`src/rtl/ttl_out_pkg.sv`:
```
// Shared sizing, mode and pulse-state definitions for the TTL output driver.
package ttl_out_pkg;

  localparam int NUM_CH = 8;
  localparam int PW_W   = 16;
  localparam int TS_W   = 64;

  typedef enum logic {
    MODE_LEVEL = 1'b0,
    MODE_PULSE = 1'b1
  } mode_e;

  typedef enum logic {
    IDLE   = 1'b0,
    ACTIVE = 1'b1
  } pulse_state_e;

endpackage

```
`src/rtl/ttl_out_driver_if.sv`:
```
// Event strobe and event word from the upstream output buffer.
interface ttl_out_driver_if #(
  parameter int NUM_CH = ttl_out_pkg::NUM_CH
);

  logic                                counter_matched;
  logic [ttl_out_pkg::TS_W+NUM_CH-1:0] rto_out;

  modport master (output counter_matched, output rto_out);
  modport slave  (input  counter_matched, input  rto_out);

endinterface

```
`src/rtl/ttl_pulse_channel.sv`:
```
// One TTL channel: level hold register plus pulse FSM and remaining-cycle counter.
//
// state  | meaning
// IDLE   | no pulse running; pulse-mode output is low
// ACTIVE | pulse running; cnt_q holds cycles left after the current one
module ttl_pulse_channel #(
  parameter int PW_W = ttl_out_pkg::PW_W
) (
  input  logic            clk,
  input  logic            reset,
  input  logic            evt,
  input  logic            data,
  input  logic            mode_bit,
  input  logic [PW_W-1:0] pulse_width,
  output logic            level_next,
  output logic            busy,
  output logic            retrig
);

  import ttl_out_pkg::*;

  localparam logic [PW_W-1:0] ONE = PW_W'(1);

  mode_e           mode;
  pulse_state_e    state_q, state_d;
  logic [PW_W-1:0] cnt_q, cnt_d;
  logic [PW_W-1:0] width_m1;
  logic            lvl_q, lvl_d;
  logic            trig;

  assign mode     = mode_e'(mode_bit);
  // A zero width still produces a single-cycle pulse.
  assign width_m1 = (pulse_width == '0) ? '0 : (pulse_width - ONE);

  // Next-state, counter and level selection.
  always_comb begin
    state_d    = state_q;
    cnt_d      = cnt_q;
    lvl_d      = lvl_q;
    retrig     = 1'b0;
    trig       = evt && data && (mode == MODE_PULSE);
    if (mode == MODE_LEVEL) begin
      state_d = IDLE;
      cnt_d   = '0;
      if (evt) lvl_d = data;
    end else if (trig) begin
      state_d = ACTIVE;
      cnt_d   = width_m1;
      retrig  = (state_q == ACTIVE);
    end else if (state_q == ACTIVE) begin
      if (cnt_q == '0) state_d = IDLE;
      else             cnt_d   = cnt_q - ONE;
    end
    level_next = (mode == MODE_PULSE) ? (state_d == ACTIVE) : lvl_d;
  end

  // State, counter and held level registers.
  always_ff @(posedge clk) begin
    if (!reset) begin
      state_q <= IDLE;
      cnt_q   <= '0;
      lvl_q   <= 1'b0;
    end else begin
      state_q <= state_d;
      cnt_q   <= cnt_d;
      lvl_q   <= lvl_d;
    end
  end

  assign busy = (state_q == ACTIVE);

endmodule

```
`src/rtl/ttl_out_driver.sv`:
```
// TTL output driver: per-channel level/pulse generation, override, polarity,
// event timestamp capture, saturating event counter and sticky overlap error.
module ttl_out_driver #(
  parameter int NUM_CH = ttl_out_pkg::NUM_CH,
  parameter int PW_W   = ttl_out_pkg::PW_W
) (
  input  logic              clk,
  input  logic              reset,
  ttl_out_driver_if.slave   evt_if,
  input  logic [NUM_CH-1:0] mode,
  input  logic [PW_W-1:0]   pulse_width,
  input  logic [NUM_CH-1:0] polarity,
  input  logic [NUM_CH-1:0] override_en,
  input  logic [NUM_CH-1:0] override_val,
  input  logic              err_clear,
  output logic [NUM_CH-1:0] ttl_out,
  output logic [NUM_CH-1:0] busy,
  output logic [63:0]       last_event_ts,
  output logic [31:0]       event_count,
  output logic              overlap_error
);

  logic [NUM_CH-1:0] level_next;
  logic [NUM_CH-1:0] retrig;

  logic [NUM_CH-1:0] ttl_out_q, ttl_out_d;
  logic [63:0]       last_event_ts_q, last_event_ts_d;
  logic [31:0]       event_count_q, event_count_d;
  logic              overlap_error_q, overlap_error_d;

  for (genvar i = 0; i < NUM_CH; i++) begin : g_ch
    ttl_pulse_channel #(.PW_W(PW_W)) u_ch (
      .clk         (clk),
      .reset       (reset),
      .evt         (evt_if.counter_matched),
      .data        (evt_if.rto_out[i]),
      .mode_bit    (mode[i]),
      .pulse_width (pulse_width),
      .level_next  (level_next[i]),
      .busy        (busy[i]),
      .retrig      (retrig[i])
    );
  end

  // Output mux, timestamp capture, saturating count and sticky error.
  always_comb begin
    ttl_out_d       = ((override_en & override_val) | (~override_en & level_next)) ^ polarity;
    last_event_ts_d = last_event_ts_q;
    event_count_d   = event_count_q;
    overlap_error_d = overlap_error_q;
    if (evt_if.counter_matched) begin
      last_event_ts_d = evt_if.rto_out[NUM_CH+63:NUM_CH];
      if (event_count_q != 32'hFFFF_FFFF) event_count_d = event_count_q + 32'd1;
    end
    // A retrigger wins over a simultaneous clear.
    if (|retrig)        overlap_error_d = 1'b1;
    else if (err_clear) overlap_error_d = 1'b0;
  end

  // Output and status registers.
  always_ff @(posedge clk) begin
    if (!reset) begin
      ttl_out_q       <= '0;
      last_event_ts_q <= '0;
      event_count_q   <= '0;
      overlap_error_q <= 1'b0;
    end else begin
      ttl_out_q       <= ttl_out_d;
      last_event_ts_q <= last_event_ts_d;
      event_count_q   <= event_count_d;
      overlap_error_q <= overlap_error_d;
    end
  end

  assign ttl_out       = ttl_out_q;
  assign last_event_ts = last_event_ts_q;
  assign event_count   = event_count_q;
  assign overlap_error = overlap_error_q;

endmodule

```
`src/flat_wrapper.sv`:
```
// flat-port wrapper written by rule: the top's interface ports become plain ports
module ttl_out_driver_flat 
#(
  parameter int NUM_CH = ttl_out_pkg::NUM_CH,
  parameter int PW_W   = ttl_out_pkg::PW_W
)
  (clk, reset, mode, pulse_width, polarity, override_en, override_val, err_clear, ttl_out, busy, last_event_ts, event_count, overlap_error, evt_if_counter_matched, evt_if_rto_out);
  ttl_out_driver_if #(.NUM_CH(NUM_CH)) evt_if_i ();
  input  logic clk;
  input  logic reset;
  input  logic [NUM_CH-1:0] mode;
  input  logic [PW_W-1:0] pulse_width;
  input  logic [NUM_CH-1:0] polarity;
  input  logic [NUM_CH-1:0] override_en;
  input  logic [NUM_CH-1:0] override_val;
  input  logic err_clear;
  output logic [NUM_CH-1:0] ttl_out;
  output logic [NUM_CH-1:0] busy;
  output logic [63:0] last_event_ts;
  output logic [31:0] event_count;
  output logic overlap_error;
  input wire logic [$bits(evt_if_i.counter_matched)-1:0] evt_if_counter_matched;
  input wire logic [$bits(evt_if_i.rto_out)-1:0] evt_if_rto_out;
  assign evt_if_i.counter_matched = evt_if_counter_matched;
  assign evt_if_i.rto_out = evt_if_rto_out;
  ttl_out_driver #(.NUM_CH(NUM_CH), .PW_W(PW_W)) u_core (.clk(clk), .reset(reset), .evt_if(evt_if_i), .mode(mode), .pulse_width(pulse_width), .polarity(polarity), .override_en(override_en), .override_val(override_val), .err_clear(err_clear), .ttl_out(ttl_out), .busy(busy), .last_event_ts(last_event_ts), .event_count(event_count), .overlap_error(overlap_error));
endmodule
```
`config.mk`:
```
export PLATFORM = sky130hd
export DESIGN_NAME = ttl_out_driver_flat
export DESIGN_NICKNAME = d
export VERILOG_FILES = /design/src/rtl/ttl_out_pkg.sv /design/src/rtl/ttl_out_driver_if.sv /design/src/rtl/ttl_pulse_channel.sv /design/src/rtl/ttl_out_driver.sv /design/src/flat_wrapper.sv
export SDC_FILE = /design/constraint.sdc
export NUM_CORES = 1
export LEC_CHECK = 0
export CAP_MARGIN = 30
export CORE_ASPECT_RATIO = 1.1
export CORE_MARGIN = 2
export CORE_UTILIZATION = 50
export DETAILED_ROUTE_END_ITERATION = 8
export PLACE_DENSITY = 0.77
export SYNTH_ARGS = -nofsm -noshare
export SYNTH_HDL_FRONTEND = slang
export SYNTH_SLANG_ARGS = --single-unit
```
`constraint.sdc`:
```
create_clock -name clk -period 3.5 [get_ports clk]
set_input_delay 0.7 -clock clk [delete_from_list [all_inputs] [get_ports clk]]
set_output_delay 0.7 -clock clk [all_outputs]
set_load 0.005 [all_outputs]
```
==> flow_summary.toml, run 1 <==
[run_status]
status = "finished clean"

[clock_tree]
numCtsBuffers = 27
postCtsHoldBufs = 0
cts_setup_buffers = 0
cts_tree = "done"
cts.path.max_buffers = 3
clock_latency_ns = 0.55
cts_num_sinks = 249
cts_resized = 0
htree_levels = 1
cts-root-buf = "clkbuf_16"
clkTransAtPathRegs_ns = 0.06

[global_routing]
grt_pass1_wl_um = 63000
grt_pass1_vias = 12227
grt.met1_usage_pct = 34.8
grtUsageMet3_pct = 7.22
antenna_found_initial = 0
overflow = 0
grt_busiest_layer = "met2"
grtUsageTotal_pct = 28.5
grt_max_degree = 58
met2_usage_pct = 47.4

[placed_design]
placedCellCount = 2077
place_hpwl_um = 27800
place_area_um2 = 15700
gp_congestion = 0.910
port_buffers = 236

[floorplan]
die_h_um = 173
coreArea_um2 = 25300
pin_count = 237
start_util_pct = 51.1
fp.dieArea_um2 = 27200
rows = 61
fp.dieW_um = 157

[sta]
slew_headroom_pct = 42.0
fin_tns_setup_ns = 0
final-setup-viol-count = 0
rsz0062_at_grt = "false"
worstMarginPinSlew_ns = 0.862
fmax_mhz = 350
whs_ns = 0.477
skew_ns = 0.0133
finalHoldViolations = 0
period_share_pct = 81.7
fin_crit_ns = 2.86
final_max_slew_viol_count = 0

[synthesis]
syn_area_um2 = 12900
syn_nets = 1676
ys_types = 75
synth_seq_area_share_pct = 38.5
synth_area_leaders = "dfxtp_1, mux2i_1, nor2_1, a211oi_1, xnor2_1"
synthAdderAreaFrac_pct = 1.06
synth-compound-area-share_pct = 16.8
synth_ff_type = "dfxtp_1"
synth.area.mux_share_pct = 6.72
yosysTopAreaCell = "dfxtp_1"
yosys.area_share.xor_xnor_pct = 7.10
syn_area_per_cell_um2 = 8.40
ys_warn_count = 0
ys_ff_latch = 249
yosys.area_share.simple_pct = 26.0
syn_inst = 1541
synth_top_family_by_area = "simple AND/OR/NAND/NOR gates"
synth_edf_count = 0
yosysTopAreaCellShare_pct = 38.5
synthArstFlopShare_pct = 0

[power]
cellPowerDensity_nw_per_um2 = 411
p_leak_uw = 0.00591
report.power.total_uw = 6820
irDropWorstVdd_mv = 0.382

[route]
ant_nets = 0
vias_per_cell = 6.00
dr.first_iter.drc_count = 892
wl_per_cell_um = 18.6
drt_wl_total_um = 39600
drc = 0
via_count = 12760
drt_pass1_iterations = 5

[critical_path]
path_cells = "clkdlybuf4s50_1, or4_4, nor4_4, and4bb_2, nor2_2, a311oi_2"
arrival_ns = 3.32
cp-start-kind = "primary input"
worst_path_max_delay_cell = "or4_4"
crit_start = "pulse_width[4]"
rr_worst_depth = 5
required_ns = 3.96
cp.depth = 6
slowest_delay_ns = 0.65
r2r-end = "u_core.ttl_out[4]$_SDFF_PN0_"
crit_type = "primary input to flop"
crit_family = "simple AND/OR/NAND/NOR gates"
rrSetupSlack_ns = 0.94
endpoint = "u_core.g_ch[5].u_ch.cnt_q[14]$_SDFFE_PN0P_"
path_buf_inv = 1
cp-end-kind = "flop"
r2r_start = "u_core.g_ch[4].u_ch.cnt_q[5]$_SDFFE_PN0P_"
path_max_fanout = 12

[layout]
drive_above_1_share_pct = 6.91
n_antenna_cell = 0
final_common_cell = "dfxtp_1"
mostFrequentLayoutCells = "dfxtp_1, clkdlybuf4s50_1, nor2_1"
fin_area_um2 = 16600
stdcell_count = 2126
finalNetCount = 1896
syn2layout_area_growth_pct = 28.0

[min_path]
hold_path.class = "flop to flop"

[run]
maxCapViolCount = 0
-- Yosys cell counts (all sizes together) (14+ instances only) --
cell      n
o31ai    15
dfxtp   249
nand3    50
nor2    190
inv      38
a211oi   81
xnor2    62
or4      34
nand2b   18
nor4     46
and3     14
o211ai   14
o21ai    60
nand4    33
a21oi   103
buf      16
mux2i    78
o22ai    15
clkbuf   68
nor3     63
nand2    77
xor2     43
or3      27
-- through the flow --
| step | worst slack (ns) | utilization, % |
|---|---|---|
| after detailed placement | 0.103 | 62.0 |
| after floorplan | 0.911 | - |
| after global routing | 0.521 | 65.4 |
| after CTS | 0.679 | 65.4 |
| final | 0.641 | 65.4 |
| after global placement | 0.214 | 62.0 |
-- sequential cells by signal, indices dropped and copies added, names as in the netlist --
| register | count |
|---|---|
| u_core.event_count | 32 |
| u_core.g_ch.u_ch.busy | 8 |
| u_core.g_ch.u_ch.cnt_q | 128 |
| u_core.g_ch.u_ch.lvl_q | 8 |
| u_core.last_event_ts | 64 |
| u_core.overlap_error | 1 |
| u_core.ttl_out | 8 |
-- power by group --
| part | internal [µW] | switching [µW] | leakage, µW |
|---|---|---|---|
| registers | 2940 | 80.4 | 0.00203 |
| clock network | 1600 | 1160 | 0.000429 |
| logic | 479 | 554 | 0.00345 |
| total | 5020 | 1800 | 0.00591 |
-- layout make-up --
type | instances | area [µm²]
Sequential cell | 249 | 4980
Tap cell | 346 | 433
Clock buffer | 42 | 822
Inverter | 38 | 144
Fill cell | 2141 | 8760
Timing Repair Buffer | 275 | 2690
Clock inverter | 6 | 33.8
Multi-Input combinational cell | 1170 | 7470
-- worst min path at each step --
stage               slack (ns)                                 start                                   end  cells after the start
floorplan                 0.45  u_core.g_ch[3].u_ch.lvl_q$_SDFF_PN0_  u_core.g_ch[3].u_ch.lvl_q$_SDFF_PN0_                      2
global placement          0.46  u_core.g_ch[2].u_ch.lvl_q$_SDFF_PN0_  u_core.g_ch[2].u_ch.lvl_q$_SDFF_PN0_                      2
detailed placement        0.47  u_core.g_ch[3].u_ch.lvl_q$_SDFF_PN0_  u_core.g_ch[3].u_ch.lvl_q$_SDFF_PN0_                      2
CTS                       0.47  u_core.g_ch[3].u_ch.lvl_q$_SDFF_PN0_  u_core.g_ch[3].u_ch.lvl_q$_SDFF_PN0_                      2
global route              0.51  u_core.g_ch[3].u_ch.lvl_q$_SDFF_PN0_  u_core.g_ch[3].u_ch.lvl_q$_SDFF_PN0_                      2
finish                    0.48  u_core.g_ch[5].u_ch.lvl_q$_SDFF_PN0_  u_core.g_ch[5].u_ch.lvl_q$_SDFF_PN0_                      2
-- layer usage --
layer  up-vias  wire length, µm
met5         -                0
met4         0             1620
met3       107             3940
met2       547            18400
met1      5971            15600
li1       6135                -
-- cells by family after synthesis --
| logic type | after synthesis |
|---|---|
| compound gates | 337 |
| xor+xnor | 105 |
| fa+ha+maj | 11 |
| buf+inv | 122 |
| flops | 249 |
| mux | 86 |
| simple gates | 631 |
-- worst register-to-register path: cells and delay by family, from the launching register on --
family,cells,cell delay [ns]
DFF,1,0.35
AOI/OAI and AO/OA,2,0.39
and+or+nand+nor,3,1.67
Power figures use the tool's default switching activity.
==> run 2, diff against run 1 <==
==> constraint.sdc (replaced) <==
create_clock -name clk -period 2.79 [get_ports clk]
set_input_delay 0.558 -clock clk [delete_from_list [all_inputs] [get_ports clk]]
set_output_delay 0.558 -clock clk [all_outputs]
set_load 0.005 [all_outputs]
==> flow_summary.toml, run 2 (same netlist as run 1, synthesis figures left out) <==
[run_status]
status = "finished clean"

[layout]
syn2layout_area_growth_pct = 31.4
regMostFlops = "u_core.g_ch.u_ch.cnt_q"
final_common_cell = "dfxtp_1"
drive_above_1_share_pct = 9.36
stdcell_count = 2172
mostFrequentLayoutCells = "dfxtp_1, clkdlybuf4s50_1, nor2_1"
finalNetCount = 1943
largest_register_ffs = 128
n_antenna_cell = 0

[run]
maxCapViolCount = 0

[global_routing]
antenna_found_initial = 1
overflow = 0
grt_max_degree = 50
grt_pass1_vias = 12431
grt_pass1_wl_um = 64100
grtUsageTotal_pct = 29.0

[power]
p_leak_uw = 0.00617
irDropWorstVdd_mv = 0.493
report.power.total_uw = 8670
cellPowerDensity_nw_per_um2 = 510

[route]
dr.first_iter.drc_count = 983
drc = 0
via_count = 12875
drt_wl_total_um = 40700
wl_per_cell_um = 18.7
ant_nets = 0
vias_per_cell = 5.93
drt_pass1_iterations = 5

[sta]
fmax_mhz = 408
rsz0062_at_grt = "false"
final-setup-viol-count = 0
fin_crit_ns = 2.45
slew_headroom_pct = 39.9
worstMarginPinSlew_ns = 0.894
final_max_slew_viol_count = 0
period_share_pct = 87.9
skew_ns = 0.0149
finalHoldViolations = 0

[floorplan]
rows = 61
start_util_pct = 51.1
die_h_um = 173
fp.dieArea_um2 = 27200
coreArea_um2 = 25300
pin_count = 237
fp.dieW_um = 157

[clock_tree]
cts_num_sinks = 249
clkTransAtPathRegs_ns = 0.06
cts_resized = 0
numCtsBuffers = 27
cts.path.max_buffers = 3
postCtsHoldBufs = 0
cts_tree = "done"
cts-root-buf = "clkbuf_16"
clock_latency_ns = 0.55
cts_setup_buffers = 0
htree_levels = 1

[critical_path]
path_max_fanout = 7
arrival_ns = 2.88
required_ns = 3.22
cp-end-kind = "flop"
cp-start-kind = "primary input"
rr_worst_depth = 5
crit_type = "primary input to flop"

[placed_design]
place_hpwl_um = 29100
gp_congestion = 0.925
port_buffers = 236
placedCellCount = 2125

[min_path]
hold_path.class = "primary input to flop"
hold_depth = 3
[run 2: worst max-delay path, stage by stage]
cell and delay (ns):
clkdlybuf4s50_1 0.54, inv_1 0.06, ha_1 0.20, nand2b_1 0.14
nor4_4 0.06, buf_4 0.16, a22oi_1 0.37, buf_4 0.31
nor2_1 0.07, a2111oi_0 0.40
[run 2: area by class of cell]
type                       instances  area, µm²
sequential                       249       4980
timing repair buffer             322       3120
inverter                          38        144
clock buffer                      41        828
clock inverter                     6       33.8
multi-input combinational       1170       7470
fill                            2136       8330
tap                              346        433
[run 2: layer usage]
metal	global-route usage [%]	vias up	routed length, µm
li1	-	6211	-
met1	35.3	6074	16400
met2	48.8	492	19100
met3	7.54	96	3700
met4	10.7	2	1540
met5	0	-	18
[run 2: worst paths after layout]
kind / startpoint / endpoint / slack (ns)
setup / recovery: pulse_width[0] / u_core.g_ch[5].u_ch.cnt_q[3]$_SDFFE_PN0P_ / 0.34
hold / removal: evt_if_counter_matched / u_core.event_count[1]$_SDFFE_PN0P_ / 0.47
setup reg to reg: u_core.g_ch[6].u_ch.cnt_q[2]$_SDFFE_PN0P_ / u_core.g_ch[6].u_ch.cnt_q[1]$_SDFFE_PN0P_ / 0.50
hold reg to reg: u_core.g_ch[5].u_ch.lvl_q$_SDFF_PN0_ / u_core.g_ch[5].u_ch.lvl_q$_SDFF_PN0_ / 0.48
[run 2: stage by stage]
| step | worst slack [ns] | hold WS, ns | TNS [ns] | cell area [µm²] | util [%] |
|---|---|---|---|---|---|
| 6_report | 0.339 | 0.467 | 0 | 17000 | 67.1 |
| 5_1_grt | 0.158 | 0.460 | 0 | 17000 | 67.1 |
| 4_1_cts | 0.369 | 0.446 | 0 | 17000 | 67.1 |
| 3_5_place_dp | -0.211 | 0.464 | -5.63 | 16200 | 63.7 |
| 3_3_place_gp | -0.125 | 0.458 | -2.65 | 16200 | 63.7 |
| 2_1_floorplan | 0.343 | 0.449 | 0 | 12900 | - |
[run 2: power by group]
group          switching, µW  internal (µW)
registers               99.8           3680
clock network           1490           2030
logic                    716            656
total                   2300           6370
